File: config.mk
export PLATFORM = sky130hd
export DESIGN_NAME = note_decoder
export DESIGN_NICKNAME = d
export VERILOG_FILES = /design/src/rtl/note_pkg.sv /design/src/rtl/wave_edge_sync.sv /design/src/rtl/note_decoder.sv
export SDC_FILE = /design/constraint.sdc
export NUM_CORES = 1
export LEC_CHECK = 0
export BUFFER_PORTS_ARGS = -buffer_cell sky130_fd_sc_hd__buf_2
export CORE_MARGIN = 1
export CORE_UTILIZATION = 42
export CTS_BUF_LIST = sky130_fd_sc_hd__clkbuf_8
export DETAILED_ROUTE_END_ITERATION = 10
export GPL_ROUTABILITY_DRIVEN = 1
export PLACE_DENSITY = 0.6
export SLEW_MARGIN = 10
export SYNTH_ARGS = -nofsm -noshare
export SYNTH_HDL_FRONTEND = slang
export SYNTH_SLANG_ARGS = --single-unit
File: constraint.sdc
create_clock -name clk -period 7.9 [get_ports clk]
set_input_delay 1.58 -clock clk [delete_from_list [all_inputs] [get_ports clk]]
set_output_delay 1.58 -clock clk [all_outputs]
set_load 0.05 [all_outputs]
File: src/rtl/note_pkg.sv
// Shared note definitions for the note decoder and the tone generator.
package note_pkg;

  localparam int unsigned NUM_NOTES = 7;

  typedef logic [2:0] note_t;

  localparam note_t NOTE_A    = 3'd0;
  localparam note_t NOTE_B    = 3'd1;
  localparam note_t NOTE_C    = 3'd2;
  localparam note_t NOTE_D    = 3'd3;
  localparam note_t NOTE_E    = 3'd4;
  localparam note_t NOTE_F    = 3'd5;
  localparam note_t NOTE_G    = 3'd6;
  localparam note_t NOTE_NONE = 3'd7;

  // A period is accepted when within NOM >> TOL_SHIFT (about 1.6 %) of nominal.
  localparam int unsigned TOL_SHIFT = 6;

  // Tone frequencies in Hz, indexed by note code.
  localparam int unsigned NOTE_FREQ_HZ [NUM_NOTES] = '{220, 247, 261, 294, 330, 349, 392};

  // Nominal periods at the reference 50 MHz clock (CLK_HZ / freq, truncated).
  localparam int unsigned NOM_PERIOD_50M [NUM_NOTES] =
    '{227272, 202429, 191570, 170068, 151515, 143266, 127551};

  // Nominal period in clk cycles for note n at clock rate clk_hz.
  function automatic logic [19:0] nom_period(input int unsigned clk_hz, input logic [2:0] n);
    return 20'(clk_hz / NOTE_FREQ_HZ[n]);
  endfunction

endpackage

File: src/rtl/wave_edge_sync.sv
// Two-flop synchronizer for the asynchronous wave input plus rising-edge detect.
module wave_edge_sync (
  input  logic clk_i,
  input  logic rst_ni,
  input  logic wave_i,
  output logic rise_o
);

  // [0],[1]: synchronizer; [2]: previous synchronized level for edge detect.
  logic [2:0] sync_q;

  // Shift the input through the synchronizer and history flop.
  always_ff @(posedge clk_i or negedge rst_ni) begin
    if (!rst_ni) begin
      sync_q <= '0;
    end else begin
      sync_q <= {sync_q[1:0], wave_i};
    end
  end

  assign rise_o = sync_q[1] & ~sync_q[2];

endmodule

File: src/rtl/note_decoder.sv
// Measures the period of a square-wave tone and commits it to a note code
// after CONFIRM consecutive matching classifications.
module note_decoder
  import note_pkg::*;
#(
  parameter int unsigned CLK_HZ  = 50000000,
  parameter int unsigned CONFIRM = 2,
  parameter int unsigned TIMEOUT = 262143
) (
  input  logic        clk,
  input  logic        rst_n,
  input  logic        wave_in,
  output logic [2:0]  note,
  output logic        note_valid,
  output logic        note_change,
  output logic [19:0] period,
  output logic [6:0]  led
);

  localparam logic [1:0] ST_IDLE  = 2'd0;
  localparam logic [1:0] ST_ARMED = 2'd1;
  localparam logic [1:0] ST_TRACK = 2'd2;

  localparam logic [19:0] TIMEOUT_CNT = 20'(TIMEOUT);
  localparam logic [1:0]  CONFIRM_CNT = 2'(CONFIRM);

  localparam logic [19:0] NOM [NUM_NOTES] = '{
    nom_period(CLK_HZ, 3'd0), nom_period(CLK_HZ, 3'd1), nom_period(CLK_HZ, 3'd2),
    nom_period(CLK_HZ, 3'd3), nom_period(CLK_HZ, 3'd4), nom_period(CLK_HZ, 3'd5),
    nom_period(CLK_HZ, 3'd6)};

  function automatic logic within_tol(input logic [19:0] p, input logic [19:0] nom);
    logic [19:0] diff;
    diff = (p >= nom) ? (p - nom) : (nom - p);
    return diff <= (nom >> TOL_SHIFT);
  endfunction

  logic rise;

  wave_edge_sync u_sync (
    .clk_i  (clk),
    .rst_ni (rst_n),
    .wave_i (wave_in),
    .rise_o (rise)
  );

  logic [1:0]  state_q, state_d;
  logic [19:0] cnt_q, cnt_d;
  logic [19:0] period_q, period_d;
  logic        cap_q, cap_d;
  logic        timeout;

  note_t       cls_q, cls_d;
  logic        cls_vld_q;

  note_t       last_cls_q, last_cls_d;
  logic [1:0]  match_q, match_d;
  note_t       note_q, note_d;
  logic        note_valid_q;
  logic        note_change_q;
  logic [6:0]  led_q, led_d;
  logic [7:0]  onehot;

  // Period measurement: edge/timeout handling and counter update.
  always_comb begin
    timeout  = (state_q != ST_IDLE) && (cnt_q == TIMEOUT_CNT);
    state_d  = state_q;
    cnt_d    = cnt_q;
    period_d = period_q;
    cap_d    = 1'b0;
    if (rise) begin
      cnt_d = 20'd1;
      // An edge coinciding with timeout has no valid reference; it only re-arms.
      if (timeout || state_q == ST_IDLE) begin
        state_d = ST_ARMED;
      end else begin
        state_d  = ST_TRACK;
        period_d = cnt_q;
        cap_d    = 1'b1;
      end
    end else if (timeout) begin
      state_d = ST_IDLE;
    end else if (state_q != ST_IDLE && cnt_q != '1) begin
      cnt_d = cnt_q + 20'd1;
    end
  end

  // Measurement registers.
  always_ff @(posedge clk or negedge rst_n) begin
    if (!rst_n) begin
      state_q  <= ST_IDLE;
      cnt_q    <= '0;
      period_q <= '0;
      cap_q    <= 1'b0;
    end else begin
      state_q  <= state_d;
      cnt_q    <= cnt_d;
      period_q <= period_d;
      cap_q    <= cap_d;
    end
  end

  // Classify the captured period against each nominal window.
  always_comb begin
    cls_d = NOTE_NONE;
    for (int unsigned i = 0; i < NUM_NOTES; i++) begin
      if (within_tol(period_q, NOM[3'(i)])) begin
        cls_d = 3'(i);
      end
    end
  end

  // Classification register, one cycle after capture.
  always_ff @(posedge clk or negedge rst_n) begin
    if (!rst_n) begin
      cls_q     <= NOTE_NONE;
      cls_vld_q <= 1'b0;
    end else begin
      cls_vld_q <= cap_q;
      if (cap_q) begin
        cls_q <= cls_d;
      end
    end
  end

  // Commit decision: count identical classifications, timeout forces none.
  always_comb begin
    match_d    = match_q;
    last_cls_d = last_cls_q;
    note_d     = note_q;
    if (timeout) begin
      match_d = '0;
      note_d  = NOTE_NONE;
    end else if (cls_vld_q) begin
      if (match_q != 2'd0 && cls_q == last_cls_q) begin
        match_d = (match_q == 2'd3) ? match_q : match_q + 2'd1;
      end else begin
        match_d    = 2'd1;
        last_cls_d = cls_q;
      end
      if (match_d >= CONFIRM_CNT) begin
        note_d = cls_q;
      end
    end
    // Code 7 shifts the set bit out of the low seven, giving an all-zero display.
    onehot = 8'd1 << note_d;
    led_d  = onehot[6:0];
  end

  // Committed note and its registered decodes.
  always_ff @(posedge clk or negedge rst_n) begin
    if (!rst_n) begin
      match_q       <= '0;
      last_cls_q    <= NOTE_NONE;
      note_q        <= NOTE_NONE;
      note_valid_q  <= 1'b0;
      note_change_q <= 1'b0;
      led_q         <= '0;
    end else begin
      match_q       <= match_d;
      last_cls_q    <= last_cls_d;
      note_q        <= note_d;
      note_valid_q  <= (note_d != NOTE_NONE);
      note_change_q <= (note_d != note_q);
      led_q         <= led_d;
    end
  end

  assign note        = note_q;
  assign note_valid  = note_valid_q;
  assign note_change = note_change_q;
  assign period      = period_q;
  assign led         = led_q;

endmodule

==> results.sh, run 1 <==
export IMPL_root_buffer="clkbuf_8"
export IMPL_ys_seq_area_frac=0.194
export IMPL_grt_max_degree=68
export IMPL_firstDrtPassIters=8
export IMPL_ys_types=90
export IMPL_startpoint_type="flip-flop"
export IMPL_path_max_fanout=22
export IMPL_final_nets=1208
export IMPL_synth_fp_nets=1227
export IMPL_worst_pin_slew_ns=1.08
export IMPL_area_growth_synth_to_final_pct=6.12
export IMPL_grt_ovfl_total=0
export IMPL_track_usage=0.317
export IMPL_synthTopCellsByArea="dfrtp_1, xnor2_1, a21oi_1, o21ai_0, nand2_1"
export IMPL_clock_skew_ns=0.00848
export IMPL_path_clk_slew_ns=0.07
export IMPL_place_congestion=1.03
export IMPL_finalCritPeriodShare=0.621
export IMPL_start_util=0.429
export IMPL_status="completed"
export IMPL_syn_cell_area_mm2=0.00871
export IMPL_syn_avg_cell_area_um2=7.28
export IMPL_ys_ff_latch=67
export IMPL_port_buffers=34
export IMPL_io_pins=35
export IMPL_p_per_area_mw_per_mm2=173
export IMPL_drv_cap=0
export IMPL_dp_cells=1437
export IMPL_max_slew_margin_rel=0.274
export IMPL_antenna_found_initial=1
export IMPL_setup_violations_final=0
export IMPL_clk_path_buf_depth=2
export IMPL_crit_type="reg -> reg"
export IMPL_cts_made_buffers=9
export IMPL_max_vdd_ir_drop_v=0.000211
export IMPL_clkSinkCount=67
export IMPL_syn_inst=1197
export IMPL_die_area_mm2=0.0213
export IMPL_num_vias=9705
export IMPL_rows=52
export IMPL_synth_warnings=0
export IMPL_leakage_uw=0.00358
export IMPL_dp_hpwl_mm=24.3
export IMPL_async_flop_share=1.00
export IMPL_hold_viol=0
export IMPL_route_detailed_drc=0
export IMPL_wl_mm=33.9
export IMPL_htree_num_levels=3
export IMPL_routed_via_density=6.68
export IMPL_cp_arrival_ns=5.18
export IMPL_clk_latency_ns=0.34
export IMPL_ys_flop_type="dfrtp_1"
export IMPL_min_path_type="reg -> reg"
export IMPL_finalMaxSlewViolations=0
export IMPL_rsz0062_at_grt="no"
export IMPL_cts_hold_buf=0
export IMPL_fin_setup_tns_ns=0
export IMPL_post_cts_buffers=0
export IMPL_postRouteAntennaNets=0
export IMPL_avgRoutedWirePerCell_um=23.3
export IMPL_die_w_um=146
export IMPL_final_cells=1453
export IMPL_num_antenna_cells=0
export IMPL_fmax_mhz=204
export IMPL_drtIter0Drc=1328
export IMPL_dieHeight_um=146
export IMPL_synth_edff_count=0
export IMPL_cp_required_ns=8.17
export IMPL_fin_crit_ns=4.90
export IMPL_ctsResizeCount=0
export IMPL_core_area_mm2=0.0203
export IMPL_cts_tree="yes"
export IMPL_synth_top_area_frac=0.167
export IMPL_grt_pass1_wl_mm=52.9
export IMPL_cp_end_kind="flip-flop"
export IMPL_grt_pass1_vias=9041
export IMPL_synth_top_cell_by_area="dfrtp_1"
export IMPL_drive_gt1_frac=0.109
metrics by stage:
step	util	hold slack [ns]	total power (uW)	cell area (um2)	worst slack, ns
CTS	0.455	0.365	1590	9240	3.10
global placement	0.445	0.352	1270	9030	3.21
finish	0.455	0.366	1600	9240	3.00
detailed placement	0.445	0.338	1270	9030	3.11
floorplan	-	0.331	1050	8710	3.82
global route	0.455	0.367	1680	9240	2.73
synth_stat cells (all sizes together) (10+ instances only):
cell      n
nand2   113
buf      40
ha       27
and3     14
nand3    43
clkbuf   47
a31oi    32
o21ai    95
nor2b    15
dfrtp    58
a211oi   27
nor3     39
xor2     24
o211ai   16
nor4     13
nand2b   22
o31ai    12
a21oi    97
inv      26
and2     17
nand4    17
or3      10
mux2i    26
nor2    107
xnor2    65
a21o     10
worst paths after layout:
path                             startpoint                to  slack, ns  cells past startpoint
max reg2reg                       period[3]          cls_q[2]       3.00                     13
max in group asynchronous             rst_n          cnt_q[4]       5.92                      2
min in group asynchronous             rst_n            led[0]       1.39                      2
max                               period[3]          cls_q[2]       3.00                     13
min reg2reg                u_sync.sync_q[0]  u_sync.sync_q[1]       0.37                      0
min                        u_sync.sync_q[0]  u_sync.sync_q[1]       0.37                      0
layer usage:
layer	part of all wire	track usage	up-vias
met5	0	0	-
li1	-	-	4423
met4	0.042	0.149	0
met1	0.41	0.425	4608
met2	0.45	0.496	564
met3	0.096	0.0531	110
kinds of logic after synthesis:
logic type,Yosys count,synth area share
and+or+nand+nor,442,0.252
AOI/OAI and AO/OA,422,0.329
buffers and inverters,115,0.0552
xor gates and xnor gates,89,0.0895
DFF,67,0.194
muxes,35,0.0415
adders and majority gates,27,0.0388
layout by cell type, fill, tap and decap left out, types with 8 or more instances in the layout:
master / synthesis / layout
a31oi_1: 30 / 30
nand2b_1: 22 / 22
a21oi_1: 96 / 96
nor2_1: 107 / 107
or3_1: 10 / 10
o21ai_0: 91 / 91
a21o_1: 10 / 10
mux2_2: 9 / 9
nand4_1: 17 / 17
buf_4: 4 / 23
and3_1: 14 / 14
nor3_1: 37 / 36
clkbuf_8: 0 / 9
buf_2: 21 / 34
a211oi_1: 25 / 25
o31ai_1: 12 / 12
a21boi_0: 8 / 8
and2_1: 15 / 15
inv_1: 25 / 25
or2_2: 9 / 9
ha_1: 27 / 27
xor2_1: 24 / 24
nand3_1: 43 / 43
mux2i_1: 26 / 26
nor4_1: 12 / 11
o211ai_1: 16 / 16
nand2_1: 113 / 113
xnor2_1: 65 / 65
dfrtp_1: 58 / 58
nor2b_1: 15 / 15
dfstp_2: 9 / 9
where the power goes:
part	internal, uW	switching (uW)
Sequential	403	96.7
Combinational	265	524
Clock	177	134
Total	844	754
flip-flops by register name (all words and copies together), names as in the netlist:
name           cells
last_cls_q         3
state_q            2
cnt_q             20
led                7
u_sync.sync_q      3
cls_q              3
match_q            2
note               3
cap_q              1
cls_vld_q          1
note_valid         1
note_change        1
period            20
cell type report:
class	count	area [um2]
flip-flops and latches	67	1690
well taps	270	338
fillers	2123	11100
inverters	28	105
repair buffers	57	343
clock buffers	9	124
multi-input cells	1015	6550
clock inverters	7	92.6
critical path, cell delays in order, from the launching register on:
cell	delay, ns
dfrtp_1	0.91
inv_1	0.47
ha_1	0.40
nand2b_1	0.23
a21bo_2	0.30
a31o_2	0.29
o21ai_1	0.53
buf_4	0.29
a31oi_1	0.13
xnor2_1	0.16
a211o_1	0.28
nor4_1	0.32
a211oi_1	0.13
o32a_1	0.36
No activity file was read; power rests on OpenSTA's default activity.
==> run 2: changes to the inputs <==
==> constraint.sdc (replaced) <==
create_clock -name clk -period 4.9 [get_ports clk]
set_input_delay 0.98 -clock clk [delete_from_list [all_inputs] [get_ports clk]]
set_output_delay 0.98 -clock clk [all_outputs]
set_load 0.05 [all_outputs]
==> run 2 against run 1 <==
Compared with the run above: maximum frequency increased by 11%; core utilization increased by 1.2 points; cell count increased by 2.3%; largest power group unchanged; critical path depth decreased by 2; clock power increased by 50%; worst setup slack got worse by 2.5 ns; die area unchanged; sequential share of layout area decreased by 0.46 points; critical path type unchanged; non-clock buffer count increased by 34; wire length increased by 0.22%.
==> results.sh, run 2 (synthesized netlist as in run 1, its figures left out) <==
export IMPL_status="completed"
export IMPL_cp_end_kind="flip-flop"
export IMPL_dieHeight_um=146
export IMPL_cpPeakStageDelay_ns=0.74
export IMPL_post_cts_buffers=0
export IMPL_avgRoutedWirePerCell_um=22.9
export IMPL_path_max_fanout=17
export IMPL_hold_viol=0
export IMPL_drtIter0Drc=1082
export IMPL_cts_tree="yes"
export IMPL_post_dp_cell_area_mm2=0.00928
export IMPL_path_clk_slew_ns=0.08
export IMPL_io_pins=35
export IMPL_final_common_cell="nand2_1"
export IMPL_worst_slack_ns=0.472
export IMPL_firstDrtPassIters=7
export IMPL_rsz0062_at_grt="no"
export IMPL_place_ws_ns=0.677
export IMPL_clockPowerShare=0.178
export IMPL_clk_latency_ns=0.35
export IMPL_setup_violations_final=0
export IMPL_routed_via_density=6.66
export IMPL_startpoint_type="flip-flop"
export IMPL_port_buffers=34
export IMPL_num_vias=9904
export IMPL_fin_area_mm2=0.00948
export IMPL_fmax_mhz=226
export IMPL_clk_path_buf_depth=2
export IMPL_place_congestion=1.02
export IMPL_num_antenna_cells=0
export IMPL_clkSinkCount=67
export IMPL_core_area_mm2=0.0203
export IMPL_die_area_mm2=0.0213
export IMPL_track_usage=0.314
export IMPL_fillCellCount=2070
export IMPL_p_int_uw=1330
export IMPL_clock_skew_ns=0.00837
export IMPL_worst_pin_slew_ns=1.10
export IMPL_ctsResizeCount=0
export IMPL_layout_common_cells="nand2_1, nor2_1, a21oi_1"
export IMPL_crit_slowest_cell="dfrtp_1"
export IMPL_cp_arrival_ns=4.69
export IMPL_finalCritPeriodShare=0.904
export IMPL_seqPwrFrac=0.294
export IMPL_crit_chain="ha_1 > a211oi_1 > or2_2 > o21ai_0 > a31o_2 > a21oi_1 > a2111oi_0 > o2111ai_1 > or4b_1 > a21oi_1 > a211oi_1"
export IMPL_p_switching_uw=1280
export IMPL_drive_gt1_frac=0.134
export IMPL_grt_pass1_wl_mm=52.5
export IMPL_root_buffer="clkbuf_8"
export IMPL_leakage_uw=0.00373
export IMPL_rows=52
export IMPL_drv_cap=0
export IMPL_max_slew_margin_rel=0.261
export IMPL_cts_made_buffers=9
export IMPL_min_path_type="reg -> reg"
export IMPL_grt_ovfl_total=0
export IMPL_die_w_um=146
export IMPL_finalMaxSlewViolations=0
export IMPL_final_nets=1242
export IMPL_htree_num_levels=3
export IMPL_swShare=0.489
export IMPL_pwr_share_comb=0.528
export IMPL_max_vdd_ir_drop_v=0.000363
export IMPL_crit_type="reg -> reg"
export IMPL_fin_crit_ns=4.43
export IMPL_fin_setup_tns_ns=0
export IMPL_wl_mm=34.0
export IMPL_dp_hpwl_mm=25.4
export IMPL_p_per_area_mw_per_mm2=275
export IMPL_start_util=0.429
export IMPL_postRouteAntennaNets=0
export IMPL_cp_required_ns=5.16
export IMPL_cts_hold_buf=0
export IMPL_grt_pass1_vias=9142
export IMPL_fin_util=0.467
export IMPL_antenna_found_initial=0
export IMPL_grt_max_degree=54
export IMPL_area_growth_synth_to_final_pct=8.86
export IMPL_route_detailed_drc=0
run 2: changes by cell type in the layout (fill, tap and decap cells not counted):
| cell | before | now |
|---|---|---|
| buf_4 | 23 | 57 |
| clkinv_2 | 3 | 1 |
| clkinvlp_4 | 0 | 2 |
| inv_6 | 0 | 2 |
| bufinv_16 | 2 | 1 |
| clkinv_4 | 2 | 1 |
run 2: area by class of cell:
type | count | area (um2) | area share
repair buffers | 91 | 598 | 0.0631
flip-flops and latches | 67 | 1690 | 0.178
inverters | 28 | 105 | 0.0111
multi-input cells | 1015 | 6550 | 0.691
well taps | 270 | 338 | 0.0356
clock buffers | 9 | 124 | 0.0131
clock inverters | 7 | 76.3 | 0.00805
run 2: power by group through the flow:
stage | clock network, uW | logic [uW] | registers, uW
after floorplan | 0 | 781 | 909
after global placement | 0 | 1340 | 774
after detailed placement | 0 | 1340 | 772
after CTS | 482 | 1350 | 764
after global routing | 496 | 1470 | 783
final | 466 | 1380 | 767
run 2: final timing paths:
path / start / to / slack (ns) / cells after the start
min reg2reg: u_sync.sync_q[0] / u_sync.sync_q[1] / 0.36 / 0
min: u_sync.sync_q[0] / u_sync.sync_q[1] / 0.36 / 0
min in group asynchronous: rst_n / led[6] / 0.50 / 1
max in group asynchronous: rst_n / cnt_q[3] / 3.43 / 2
max reg2reg: period[0] / cls_q[1] / 0.47 / 11
max: period[0] / cls_q[1] / 0.47 / 11
run 2: per-stage QoR:
stage | hold slack, ns | instances | total power [uW]
2_1_floorplan | 0.331 | 1197 | 1690
3_3_place_gp | 0.349 | 1471 | 2120
3_5_place_dp | 0.338 | 1471 | 2110
4_1_cts | 0.366 | 1487 | 2590
5_1_grt | 0.367 | 1487 | 2740
6_report | 0.362 | 1487 | 2610
run 2: worst max-delay path, delay by kind of cell, from the launching register on:
kind | cells | cell delay [ns]
AOI/OAI and AO/OA | 8 | 1.93
adders and majority gates | 1 | 0.63
DFF | 1 | 0.74
and+or+nand+nor | 2 | 1.03
run 2: per-layer routing:
layer / track usage / vias up / share of wire
li1: - / 4497 / -
met1: 0.410 / 4678 / 0.40
met2: 0.514 / 616 / 0.46
met3: 0.0500 / 113 / 0.10
met4: 0.130 / 0 / 0.042
met5: 0 / - / 0
==> run 3: changes to the inputs <==
--- a/config.mk
+++ b/config.mk
@@ -6,7 +6,7 @@
 export NUM_CORES = 1
 export LEC_CHECK = 0
 export BUFFER_PORTS_ARGS = -buffer_cell sky130_fd_sc_hd__buf_2
-export CORE_MARGIN = 1
+export CORE_MARGIN = 10
 export CORE_UTILIZATION = 42
 export CTS_BUF_LIST = sky130_fd_sc_hd__clkbuf_8
 export DETAILED_ROUTE_END_ITERATION = 10
==> run 3 against run 2 <==
Compared with the run above: core utilization down 0.11 points; critical path depth unchanged; maximum frequency up 4.3%; power down 1.4%; combinational power about the same; sequential share of layout area about the same; wire length down 0.39%; hold slack better by 0.0084 ns; sequential power down 2%; clock skew up 0.0011 ns; largest cell class unchanged.
==> results.sh, run 3 (synthesized netlist as in run 1, its figures left out) <==
export IMPL_cts_made_buffers=9
export IMPL_cpPeakStageDelay_ns=0.64
export IMPL_holdPathStages=0
export IMPL_route_detailed_drc=0
export IMPL_wl_mm=33.9
export IMPL_final_common_cell="nand2_1"
export IMPL_startpoint_type="flip-flop"
export IMPL_p_per_area_mw_per_mm2=272
export IMPL_num_vias=9790
export IMPL_postRouteAntennaNets=0
export IMPL_fmax_mhz=235
export IMPL_port_buffers=34
export IMPL_leakage_uw=0.00372
export IMPL_clk_path_buf_depth=2
export IMPL_crit_slowest_cell="a211oi_1"
export IMPL_clk_latency_ns=0.36
export IMPL_post_cts_buffers=0
export IMPL_crit_top_cell="a211oi_1"
export IMPL_drive_gt1_frac=0.131
export IMPL_layout_common_cells="nand2_1, nor2_1, a21oi_1"
export IMPL_cp_end_kind="flip-flop"
export IMPL_max_vdd_ir_drop_v=0.000275
export IMPL_drv_cap=0
export IMPL_ctsResizeCount=0
export IMPL_grt_ovfl_total=0
export IMPL_die_area_mm2=0.0269
export IMPL_clock_skew_ns=0.00946
export IMPL_die_w_um=164
export IMPL_fin_crit_ns=4.25
export IMPL_setup_violations_final=0
export IMPL_grt_pass1_wl_mm=52.5
export IMPL_core_area_mm2=0.0203
export IMPL_area_growth_synth_to_final_pct=8.60
export IMPL_dp_hpwl_mm=25.3
export IMPL_cp_arrival_ns=4.51
export IMPL_finalCritPeriodShare=0.867
export IMPL_place_congestion=1.00
export IMPL_dieHeight_um=164
export IMPL_rows=52
export IMPL_finalMaxSlewViolations=0
export IMPL_antenna_found_initial=0
export IMPL_final_nets=1238
export IMPL_worst_pin_slew_ns=1.34
export IMPL_post_dp_cell_area_mm2=0.00925
export IMPL_rsz0062_at_grt="no"
export IMPL_crit_type="reg -> reg"
export IMPL_reg2reg_from="period[0]"
export IMPL_start_util=0.429
export IMPL_cp_startpoint="period[0]"
export IMPL_grt_pass1_vias=9286
export IMPL_root_buffer="clkbuf_8"
export IMPL_grt_max_degree=52
export IMPL_avgRoutedWirePerCell_um=22.8
export IMPL_path_max_fanout=17
export IMPL_clkSinkCount=67
export IMPL_fin_util=0.466
export IMPL_cts_tree="yes"
export IMPL_max_slew_margin_rel=0.109
export IMPL_track_usage=0.245
export IMPL_hp_start="u_sync.sync_q[0]"
export IMPL_htree_num_levels=3
export IMPL_fillCellCount=2111
export IMPL_fin_area_mm2=0.00946
export IMPL_firstDrtPassIters=5
export IMPL_hold_viol=0
export IMPL_routed_via_density=6.59
export IMPL_rr_worst_depth=11
export IMPL_crit_chain="ha_1 > a211oi_1 > nor4_2 > o21ai_2 > a22oi_1 > xnor2_1 > a311oi_1 > o31ai_1 > or4b_1 > a21oi_1 > a211oi_1"
export IMPL_fin_setup_tns_ns=0
export IMPL_io_pins=35
export IMPL_path_clk_slew_ns=0.08
export IMPL_drtIter0Drc=1101
export IMPL_status="completed"
export IMPL_min_path_type="reg -> reg"
export IMPL_cp_required_ns=5.17
export IMPL_cts_hold_buf=0
==> run 3: cell types whose count changed in the layout (fill, tap and decap cells not counted), sizes merged <==
cell	before	now
inv	28	26
clkinv	4	6
buf	91	87
diode	0	2
clkbuf	9	10
clkinvlp	2	1
==> run 3: path summary, 6_finish.rpt <==
| path | endpoint | slack (ns) |
|---|---|---|
| max | cls_q[1] | 0.65 |
| min | u_sync.sync_q[1] | 0.37 |
| max reg2reg | cls_q[1] | 0.65 |
| min reg2reg | u_sync.sync_q[1] | 0.37 |
| max in group asynchronous | cnt_q[3] | 3.38 |
| min in group asynchronous | led[6] | 0.54 |
==> run 3: metal layers <==
layer	up-vias	track usage	share of wire
met3	138	0.0516	0.10
met2	588	0.388	0.45
met5	-	0	0
met1	4573	0.307	0.40
met4	0	0.132	0.048
li1	4491	-	-
==> run 3: layout make-up <==
type,instances,area [um2],share of cell area
clock inverter,6,65.1,0.00688
clock buffer,10,138,0.0145
tap,270,338,0.0357
inverter,28,105,0.0111
timing repair buffer,87,568,0.0600
sequential,67,1690,0.178
antenna,2,5.00,0.000529
multi-input combinational,1015,6550,0.693
==> run 3: worst max-delay path, delay by kind of cell, from the launching register on <==
kind	cells	cell delay [ns]
AOI/OAI and AO/OA	7	2.12
xor gates and xnor gates	1	0.21
adders and majority gates	1	0.49
DFF	1	0.57
and+or+nand+nor	2	0.75
==> run 3: power breakdown <==
part	internal (uW)	total, uW	switching (uW)
Combinational	441	1350	914
Sequential	650	752	102
Clock	248	467	219
Total	1340	2570	1230
==> run 3: stage by stage <==
| stage | total power [uW] | hold WS (ns) | std cells | setup slack (ns) |
|---|---|---|---|---|
| 3_3_place_gp | 2080 | 0.343 | 1467 | 0.866 |
| 3_5_place_dp | 2090 | 0.347 | 1467 | 0.784 |
| 5_1_grt | 2740 | 0.389 | 1483 | 0.409 |
| 2_1_floorplan | 1690 | 0.331 | 1197 | 0.821 |
| 6_report | 2570 | 0.371 | 1485 | 0.653 |
| 4_1_cts | 2570 | 0.374 | 1483 | 0.743 |
